`src/rtl/control_unit.sv`:
```
// Hardwired control sequencer: T0-T2 instruction fetch, then IR-decoded execute
// steps for ALU, unary, mul/div, nop, halt and undefined opcodes.
module control_unit #(
    parameter int NREG = 16,
    parameter int OPW  = 5
) (
    input  logic            clk,
    input  logic            clr,
    input  logic [31:0]     IR,
    input  logic            mem_rdy,
    output logic            PCout,
    output logic            MARin,
    output logic            incPC,
    output logic            Zin,
    output logic            ZLowOut,
    output logic            ZHighOut,
    output logic            PCin,
    output logic            Read,
    output logic            MDRin,
    output logic            MDRout,
    output logic            IRin,
    output logic            Yin,
    output logic            HIin,
    output logic            LOin,
    output logic [NREG-1:0] Rin,
    output logic [NREG-1:0] Rout,
    output logic [OPW-1:0]  opcode,
    output logic            run,
    output logic            illegal
);

    localparam logic [3:0] S_RST  = 4'd0;
    localparam logic [3:0] S_T0   = 4'd1;
    localparam logic [3:0] S_T1   = 4'd2;
    localparam logic [3:0] S_T2   = 4'd3;
    localparam logic [3:0] S_T3   = 4'd4;
    localparam logic [3:0] S_T4   = 4'd5;
    localparam logic [3:0] S_T5   = 4'd6;
    localparam logic [3:0] S_T6   = 4'd7;
    localparam logic [3:0] S_HALT = 4'd8;

    localparam logic [OPW-1:0] OP_ADD  = OPW'(5'b00011);
    localparam logic [OPW-1:0] OP_SUB  = OPW'(5'b00100);
    localparam logic [OPW-1:0] OP_SHR  = OPW'(5'b00101);
    localparam logic [OPW-1:0] OP_SHL  = OPW'(5'b00110);
    localparam logic [OPW-1:0] OP_ROR  = OPW'(5'b00111);
    localparam logic [OPW-1:0] OP_ROL  = OPW'(5'b01000);
    localparam logic [OPW-1:0] OP_AND  = OPW'(5'b01001);
    localparam logic [OPW-1:0] OP_OR   = OPW'(5'b01010);
    localparam logic [OPW-1:0] OP_MUL  = OPW'(5'b01110);
    localparam logic [OPW-1:0] OP_DIV  = OPW'(5'b01111);
    localparam logic [OPW-1:0] OP_NEG  = OPW'(5'b10000);
    localparam logic [OPW-1:0] OP_NOT  = OPW'(5'b10001);
    localparam logic [OPW-1:0] OP_NOP  = OPW'(5'b11010);
    localparam logic [OPW-1:0] OP_HALT = OPW'(5'b11011);

    logic [3:0]     state_q, state_d;
    logic [OPW-1:0] op;
    logic [3:0]     ra, rb, rc;
    logic           is_alu3, is_unary, is_muldiv, is_halt, is_nop, is_illegal;
    logic           unused_ir;

    assign op        = IR[31:32-OPW];
    assign ra        = IR[26:23];
    assign rb        = IR[22:19];
    assign rc        = IR[18:15];
    assign unused_ir = ^IR[14:0];

    function automatic logic [NREG-1:0] onehot(input logic [3:0] idx);
        return NREG'(1) << idx;
    endfunction

    always_comb begin
        is_alu3   = 1'b0;
        is_unary  = 1'b0;
        is_muldiv = 1'b0;
        is_halt   = 1'b0;
        is_nop    = 1'b0;
        case (op)
            OP_ADD, OP_SUB, OP_SHR, OP_SHL,
            OP_ROR, OP_ROL, OP_AND, OP_OR:  is_alu3   = 1'b1;
            OP_NEG, OP_NOT:                 is_unary  = 1'b1;
            OP_MUL, OP_DIV:                 is_muldiv = 1'b1;
            OP_NOP:                         is_nop    = 1'b1;
            OP_HALT:                        is_halt   = 1'b1;
            default: ;
        endcase
        is_illegal = !(is_alu3 || is_unary || is_muldiv || is_nop || is_halt);
    end

    // IR is only valid from T3 on, so every class (nop included) passes through T3.
    always_comb begin
        state_d = state_q;
        case (state_q)
            S_RST:  state_d = S_T0;
            S_T0:   state_d = S_T1;
            S_T1:   state_d = mem_rdy ? S_T2 : S_T1;
            S_T2:   state_d = S_T3;
            S_T3: begin
                if (is_alu3 || is_unary || is_muldiv) state_d = S_T4;
                else if (is_halt)                     state_d = S_HALT;
                else                                  state_d = S_T0;
            end
            S_T4:   state_d = is_unary ? S_T0 : S_T5;
            S_T5:   state_d = is_muldiv ? S_T6 : S_T0;
            S_T6:   state_d = S_T0;
            S_HALT: state_d = S_HALT;
            default: state_d = S_RST;
        endcase
    end

    always_ff @(posedge clk) begin
        if (clr) state_q <= S_RST;
        else     state_q <= state_d;
    end

    always_comb begin
        PCout    = 1'b0;
        MARin    = 1'b0;
        incPC    = 1'b0;
        Zin      = 1'b0;
        ZLowOut  = 1'b0;
        ZHighOut = 1'b0;
        PCin     = 1'b0;
        Read     = 1'b0;
        MDRin    = 1'b0;
        MDRout   = 1'b0;
        IRin     = 1'b0;
        Yin      = 1'b0;
        HIin     = 1'b0;
        LOin     = 1'b0;
        Rin      = '0;
        Rout     = '0;
        opcode   = '0;
        illegal  = 1'b0;
        run      = (state_q >= S_T0) && (state_q <= S_T6);
        case (state_q)
            S_T0: begin
                PCout = 1'b1; MARin = 1'b1; incPC = 1'b1; Zin = 1'b1;
            end
            S_T1: begin
                ZLowOut = 1'b1; PCin = 1'b1; Read = 1'b1; MDRin = 1'b1;
            end
            S_T2: begin
                MDRout = 1'b1; IRin = 1'b1;
            end
            S_T3: begin
                if (is_alu3) begin
                    Rout = onehot(rb); Yin = 1'b1;
                end else if (is_unary) begin
                    Rout = onehot(rb); opcode = op; Zin = 1'b1;
                end else if (is_muldiv) begin
                    Rout = onehot(ra); Yin = 1'b1;
                end
                illegal = is_illegal;
            end
            S_T4: begin
                if (is_alu3) begin
                    Rout = onehot(rc); opcode = op; Zin = 1'b1;
                end else if (is_unary) begin
                    ZLowOut = 1'b1; Rin = onehot(ra);
                end else begin
                    Rout = onehot(rb); opcode = op; Zin = 1'b1;
                end
            end
            S_T5: begin
                ZLowOut = 1'b1;
                if (is_muldiv) LOin = 1'b1;
                else           Rin  = onehot(ra);
            end
            S_T6: begin
                ZHighOut = 1'b1; HIin = 1'b1;
            end
            default: ;
        endcase
    end

endmodule
```
`config.mk`:
```
export PLATFORM = sky130hd
export DESIGN_NAME = control_unit
export DESIGN_NICKNAME = d
export VERILOG_FILES = /design/src/rtl/control_unit.sv
export SDC_FILE = /design/constraint.sdc
export NUM_CORES = 1
export LEC_CHECK = 0
export CAP_MARGIN = 5
export CORE_MARGIN = 2
export CORE_UTILIZATION = 37
export CTS_BUF_LIST = sky130_fd_sc_hd__clkbuf_16
export DETAILED_ROUTE_END_ITERATION = 10
export GPL_ROUTABILITY_DRIVEN = 0
export PLACE_DENSITY = 0.79
export SYNTH_ARGS = -nofsm -noshare
export SYNTH_HDL_FRONTEND = slang
export SYNTH_SLANG_ARGS = --single-unit
```
`constraint.sdc`:
```
create_clock -name clk -period 2.21 [get_ports clk]
set_clock_uncertainty 0.05 [all_clocks]
set_input_delay 0.221 -clock clk [delete_from_list [all_inputs] [get_ports clk]]
set_output_delay 0.221 -clock clk [all_outputs]
set_load 0.02 [all_outputs]
```
After elaboration in Yosys (flattened, before gate mapping)
Index checks and enable logic that the tools add are counted.
Widths: inputs -> output; s select.
{"block": "classes", "multipliers": 0, "eq_ne": 22, "n_reduce_logical": 12, "n_lt_le_gt_ge": 2, "shift": 3, "bitwise_logic": 0, "muxes": 42, "n_addsub": 0, "div": 0}
{"op": "$mux 16", "count": 8}
{"op": "$pmux 16 s2", "count": 2}
{"op": "$shl 1x4->16 const A", "count": 3}
{"op": "$pmux 4 s8", "count": 1}
{"op": "$eq 5x4->1 const B", "count": 5}
{"op": "$eq 5x3->1 const B", "count": 4}
{"op": "$eq 5x5->1 const B", "count": 4}
{"op": "$mux 1", "count": 20}
{"op": "$mux 5", "count": 4}
{"op": "$eq 4x3->1 const B", "count": 4}
{"op": "$pmux 5 s2", "count": 1}
{"op": "$eq 4x2->1 const B", "count": 2}
{"op": "$mux 4", "count": 2}
{"op": "$reduce_or 2->1", "count": 4}
{"op": "$reduce_or 8->1", "count": 1}
{"op": "$mux 3", "count": 2}
{"op": "$eq 5x2->1 const B", "count": 1}
{"op": "$eq 4x1->1 const B", "count": 1}
{"op": "$eq 4x4->1 const B", "count": 1}
{"op": "$ge 4x1->1 const B", "count": 1}
{"op": "$le 4x3->1 const B", "count": 1}
{"op": "$logic_not 4->1", "count": 1}
{"op": "$logic_or 1x1->1", "count": 4}
{"op": "$pmux 1 s3", "count": 1}
{"op": "other kinds (3)", "count": 3}
{"block": "totals", "mem_count": 0, "latch_bits": 0, "ram_bits": 0, "romBits": 0, "inputBits": 35, "regBits": 4, "wordCells": 82}

Longest topological paths before layout
{"block": "depth", "ltp_word": 9, "mapped_depth": 7}

Worst setup path before layout
Ideal clock, no wire load.
{"block": "synth_timing", "kind": "register to output", "startpoint": "register state_q[0]", "endpoint": "output PCout", "slack_ns": 0.048, "t_arrival_ns": 1.891, "path_stages_with_launch": 4, "path_cell_list": "dfxtp_1 -> buf_2 -> nor4b_1 -> buf_4"}
{"block": "synth_between", "elab_chain_len": 2}
{"item": "from (decl)", "line_no": "57", "rtl": "logic [3:0] state_q, state_d;"}
{"item": "from (signal assigned)", "line_no": "114", "rtl": "else state_q <= state_d;"}
{"item": "$eq 4x1->1"}
{"item": "$mux 1"}
{"item": "to (decl)", "line_no": "11", "rtl": "output logic PCout,"}
Every way passes these cells.

Worst setup path in the final report
{"block": "layout_timing", "startpoint": "input IR[31]", "endpoint": "output Rout[0]"}
{"block": "layout_between", "elab_chain_len": 7, "word_cells_on_any_way": 24}
{"item": "from (decl)", "line_no": "9", "rtl": "input logic [31:0] IR,"}
{"item": "$eq 5x4->1", "line_no": "79", "rtl": "case (op)"}
{"item": "$reduce_or 2->1", "line_no": "79"}
{"item": "$mux 1", "line_no": "79"}
{"item": "$mux 16", "line_no": "152", "rtl": "end else if (is_muldiv) begin"}
{"item": "$mux 16", "line_no": "150", "rtl": "end else if (is_unary) begin"}
{"item": "$mux 16", "line_no": "148", "rtl": "if (is_alu3) begin"}
{"item": "$pmux 16 s2 *", "line_no": "137", "rtl": "case (state_q)"}
{"item": "to (decl)", "line_no": "26", "rtl": "output logic [NREG-1:0] Rout,"}
Mark *: on every way between the ends. The rest lies on a longest branch, timed or not.

==> results.sh <==
export IMPL_ff_latch_area_um2=88.8
export IMPL_die_height_um=65.2
export IMPL_synthesis_nets=240
export IMPL_synthCells=205
export IMPL_max_cap_violations=0
export IMPL_die_area_mm2=0.00426
export IMPL_routed_via_count=2046
export IMPL_path_cells="dlygate4sd2_1, buf_4, or4_4, o32ai_2, a22o_1, clkdlybuf4s15_2"
export IMPL_crit_path_max_delay_family="buffers and inverters"
export IMPL_ys_warn_count=0
export IMPL_final_common_cell="buf_4"
export IMPL_layout_setup_ws_ns=0.0376
export IMPL_synth_seq_cells=4
export IMPL_yosysTopAreaCell="nor2_1"
export IMPL_ctsHoldBuffers=0
export IMPL_fmax_ghz=0.460
export IMPL_grt_max_degree=13
export IMPL_type_of_destination_of_the_critical_path="output port"
export IMPL_number_of_antenna_violations_at_the_first_check_in_global_routing=0
export IMPL_cp_slowest_cell="or4_4"
export IMPL_cts_buffer_depth=2
export IMPL_reg_largest_list="state_q: 4 flops"
export IMPL_number_of_diodes_added_for_antenna_fixing=0
export IMPL_p_per_area_mw_per_mm2=343
export IMPL_cts_buffers_inserted=3
export IMPL_seq_area_frac_synth=0.0577
export IMPL_layout_worst_path_cycle_share=0.983
export IMPL_power_leakage_uw=0.00107
export IMPL_synth_async_reset_ratio=0
export IMPL_avgRoutedWirePerCell_um=14.5
export IMPL_timing_setup_tns_ns=0
export IMPL_cts_tree="yes"
export IMPL_drt_drc_violations_left=0
export IMPL_critical_path_max_stage_delay_ns=0.56
export IMPL_drive_gt1_frac=0.378
export IMPL_yosys_most_used_dff="dfxtp_1"
export IMPL_number_of_flip_flops_in_the_largest_register=4
export IMPL_cp_data_required_time_ns=1.94
export IMPL_placement_setup_worst_slack_ns=-0.653
export IMPL_highest_net_fanout_along_the_worst_path=5
export IMPL_grt_util_all_layers=0.236
export IMPL_grt_setup_unrepaired="yes"
export IMPL_die_w_um=65.2
export IMPL_initial_core_util=0.382
export IMPL_grt_ovfl_total=0
export IMPL_area_growth_pct=78.6
export IMPL_mostFrequentLayoutCells="57 x buf_4, 30 x nor2_1, 28 x clkdlybuf4s50_1, 19 x nand2_1, 18 x buf_2"
export IMPL_cts_clk_slew_worst_paths_ns=0.03
export IMPL_post_synth_num_cell_types=50
export IMPL_synth_edff_count=0
export IMPL_routed_via_density=5.64
export IMPL_drt_pass1_iterations=7
export IMPL_drt_wl_total_um=5270
export IMPL_clk_latency_ns=0.22
export IMPL_tritoncts_sink_count=4
export IMPL_layout_min_cycle_time_ns=2.17
export IMPL_final_max_slew_violation_count=0
export IMPL_multiInputGateArea_mm2=0.00125
export IMPL_place_detailed_hpwl_um=3990
export IMPL_cts_htree_levels=1
export IMPL_final_net_count=352
export IMPL_first_global_vias=1836
export IMPL_final_hold_fails=0
export IMPL_timing_hold_ws_ns=0.551
export IMPL_design_core_area_mm2=0.00363
export IMPL_worst_setup_path_start_kind="input pin"
export IMPL_criticalPathCategory="input pin to output port"
export IMPL_arrival_ns=1.90
export IMPL_synthDominantCellAreaShare=0.0839
export IMPL_syn_cell_area_mm2=0.00139
export IMPL_max_flop_register="state_q"
export IMPL_hold_path_class="input pin to flip-flop"
export IMPL_fillerInstances=338
export IMPL_syn_mean_instance_area_um2=6.77
export IMPL_cts_root_buffer_cell="clkbuf_16"
export IMPL_final_antenna_net_count=0
export IMPL_io_buffers=72
export IMPL_result_of_the_run="completed"
export IMPL_io_pin_count=88
export IMPL_power_ir_vdd_worst_mv=0.524
export IMPL_first_iter_violations=131
export IMPL_placementRows=22
export IMPL_synth_top_cells_by_area="nor2_1 8.4%, o22ai_1 5.9%, dfxtp_1 5.8%"
export IMPL_finalCoreUtilization=0.682
export IMPL_cp_buffers_inverters=3
export IMPL_worst_pin_slew_ns=0.567
export IMPL_cts_post_setup_buffers_inserted=0
export IMPL_timing_slew_headroom=0.612
export IMPL_setup_viol=0
export IMPL_grt_pass1_wl_um=8250
logic make-up after synthesis:
logic type             after synthesis  share of synthesized area
AO/OA/AOI/OAI                       61                      0.346
XOR/XNOR                             4                     0.0307
buffers and inverters               24                     0.0965
flip-flops                           4                     0.0577
multiplexers                         4                     0.0289
AND/OR/NAND/NOR                    108                      0.440
final cells by class:
cell class,count,area share
Tap cell,48,0.0242
Timing Repair Buffer,129,0.401
Clock buffer,3,0.0303
Multi-Input combinational cell,177,0.506
Sequential cell,4,0.0358
Inverter,2,0.00303
layer usage:
| layer | routed length [um] | vias up | global-route usage |
|---|---|---|---|
| met5 | 0 | - | 0 |
| li1 | - | 988 | - |
| met4 | 62 | 0 | 0.0365 |
| met3 | 369 | 17 | 0.0188 |
| met2 | 2630 | 104 | 0.426 |
| met1 | 2210 | 937 | 0.311 |
Yosys cell counts (4+ instances only):
library cell,count
o31ai_1,6
a21oi_1,7
dfxtp_1,4
nand3b_1,5
nand2b_1,8
a22o_1,8
mux2i_1,4
a22oi_1,6
o22ai_1,13
nand2_1,20
and2_1,4
nor2_1,31
buf_4,10
nor3_1,5
nor2b_1,9
nand3_1,5
buf_2,5
buf_1,4
stage by stage:
step	area (um^2)	power, uW	cells
2_1_floorplan	1390	346	205
3_3_place_gp	2470	541	360
3_5_place_dp	2470	550	360
4_1_cts	2560	827	363
5_1_grt	2480	891	363
6_report	2480	849	363
worst paths after layout:
check,start,to,slack (ns),depth (start not counted)
worst max-delay path,IR[31],Rout[0],0.04,6
worst min-delay path,IR[28],state_q[0],0.55,5
worst max register to register,state_q[3],state_q[1],0.58,4
worst min register to register,state_q[3],state_q[3],0.69,2
repair_timing:
| item | CTS | global route |
|---|---|---|
| endpoints found under the setup margin | 42 | 39 |
| gates resized for setup | 102 | 57 |
| pin swaps | 1 | 5 |
power breakdown:
| group | total [uW] | switching, uW | leakage (uW) | internal [uW] |
|---|---|---|---|---|
| Clock | 278 | 47.2 | 0.0000370 | 231 |
| Sequential | 96.6 | 14.9 | 0.0000344 | 81.7 |
| Combinational | 475 | 241 | 0.00100 | 234 |
| Total | 849 | 303 | 0.00107 | 547 |
worst min-delay path, cell delays in order:
cell,delay [ns]
clkbuf_2,0.13
buf_4,0.18
nand4_1,0.11
a21oi_1,0.07
nor2_1,0.07
(Power assumes the default switching activity.)
==> RTL change: new RTL, config.mk and constraints unchanged <==
`OPW`: 5 -> 4.
--- a/src/rtl/control_unit.sv
+++ b/src/rtl/control_unit.sv
@@ -2,7 +2,7 @@
 // steps for ALU, unary, mul/div, nop, halt and undefined opcodes.
 module control_unit #(
     parameter int NREG = 16,
-    parameter int OPW  = 5
+    parameter int OPW  = 4
 ) (
     input  logic            clk,
     input  logic            clr,
Interface: changed (resized opcode); port bits go from 88 to 87. The function was not compared with the original's and may differ.
==> RTL change against the original RTL <==
Routed wire length up 4.9%. Highest routed layer unchanged. Critical path type unchanged. Critical path depth unchanged. Non-clock buffer count down 3. Design area down 1.9%. Setup slack better by 0.040 ns. Total power down 9.6%. Sequential cell count unchanged. Sequential share of layout area down 0.29 points. Cell count up 1.9%. Synthesized area down 1.4%.
==> RTL change: results (changes against the original RTL) <==
[place] instance area at placement 0.00242 sq mm [-2.0%]
[synthesis] Synth top cells by count 31 x sky130_fd_sc_hd__nor2_1, 16 x sky130_fd_sc_hd__a32oi_1, 16 x sky130_fd_sc_hd__nand2_1, 11 x sky130_fd_sc_hd__clkbuf_1
[min_path] Cells on Worst Hold Path 2 [-3]
[grt] wire length of the first global-routing pass 8.89 mm [+7.9%]
[synthesis] fraction of synthesized cell area in xor and xnor cells 0 [-0.0307]
[power] reported leakage power 1.21 nW [+12%]
[cells_and_area] Seq area share 0.0329 [-0.00292]
[place] placed cells 366 [+1.7%]
[synthesis] number of nets in the synthesized netlist 248 [+3.3%]
[place] HPWL reported at the end of detailed placement 4.07 mm [+1.9%]
[timing] transition time of the tightest slew-check pin 0.362 ns [-0.205 ns]
[grt] total global-route track usage 0.263 [+0.0272]
[synthesis] sequential element share of the synthesized area 0.0585 [+0.000791]
[grt] via count of the first global-routing pass 1994 [+8.6%]
[run_status] result of the run completed
[route] vias after detailed routing 2149 [+5.0%]
[critical_path] worst reg2reg path endpoint state_q[2]$_SDFF_PP0_
[cells_and_area] Finished Layout Cells 370 [+1.9%]
[timing] Final Worst Setup Slack 0.0774 ns [+0.0398 ns]
[power] Max VDD drop 0.280 mV [-47%]
[synthesis] fraction of the mapped netlist area in compound gates 0.346 [about the same]
[place] count of port buffers added during placement 70 [-2.8%]
[cells_and_area] fraction of layout cells with a size suffix above 1 0.335 [-0.0424]
[critical_path] data arrival time of the critical path 1.86 ns [-0.04 ns]
[critical_path] origin of the worst setup path IR[30]
[place] setup slack after placement -0.681 ns [-0.0285 ns]
[grt] pin count of the biggest net entering global routing 19 [+6]
[cells_and_area] Inverters excl. clock 6 [+4]
RTL change: cell types whose count changed after synthesis, sizes merged, moves of 6 or more:
cell,delta
a22o,-8
a32oi,+14
buf,-9
clkbuf,+8
o21ai,+12
o221ai,+6
o22ai,-13
RTL change: report_power, final:
group	total, W	leakage [nW]	internal (W)	switching [W]
clock network	0.000288	0.0370	0.000232	0.0000562
registers	0.0000853	0.0328	0.0000794	0.00000591
logic	0.000394	1.14	0.000184	0.000210
total	0.000768	1.21	0.000495	0.000272
RTL change: worst max-delay path, cell delays in order:
cell and delay [ns]:
sky130_fd_sc_hd__clkdlybuf4s15_1 0.19, sky130_fd_sc_hd__or4b_4 0.60, sky130_fd_sc_hd__a311o_1 0.41, sky130_fd_sc_hd__o22a_1 0.20
sky130_fd_sc_hd__o21ai_1 0.08, sky130_fd_sc_hd__buf_4 0.16
RTL change: per-layer routing:
metal	track usage	routed length [um]
met5	0	0
met4	0.0931	86
met3	0.0278	591
met2	0.423	2500
met1	0.363	2350
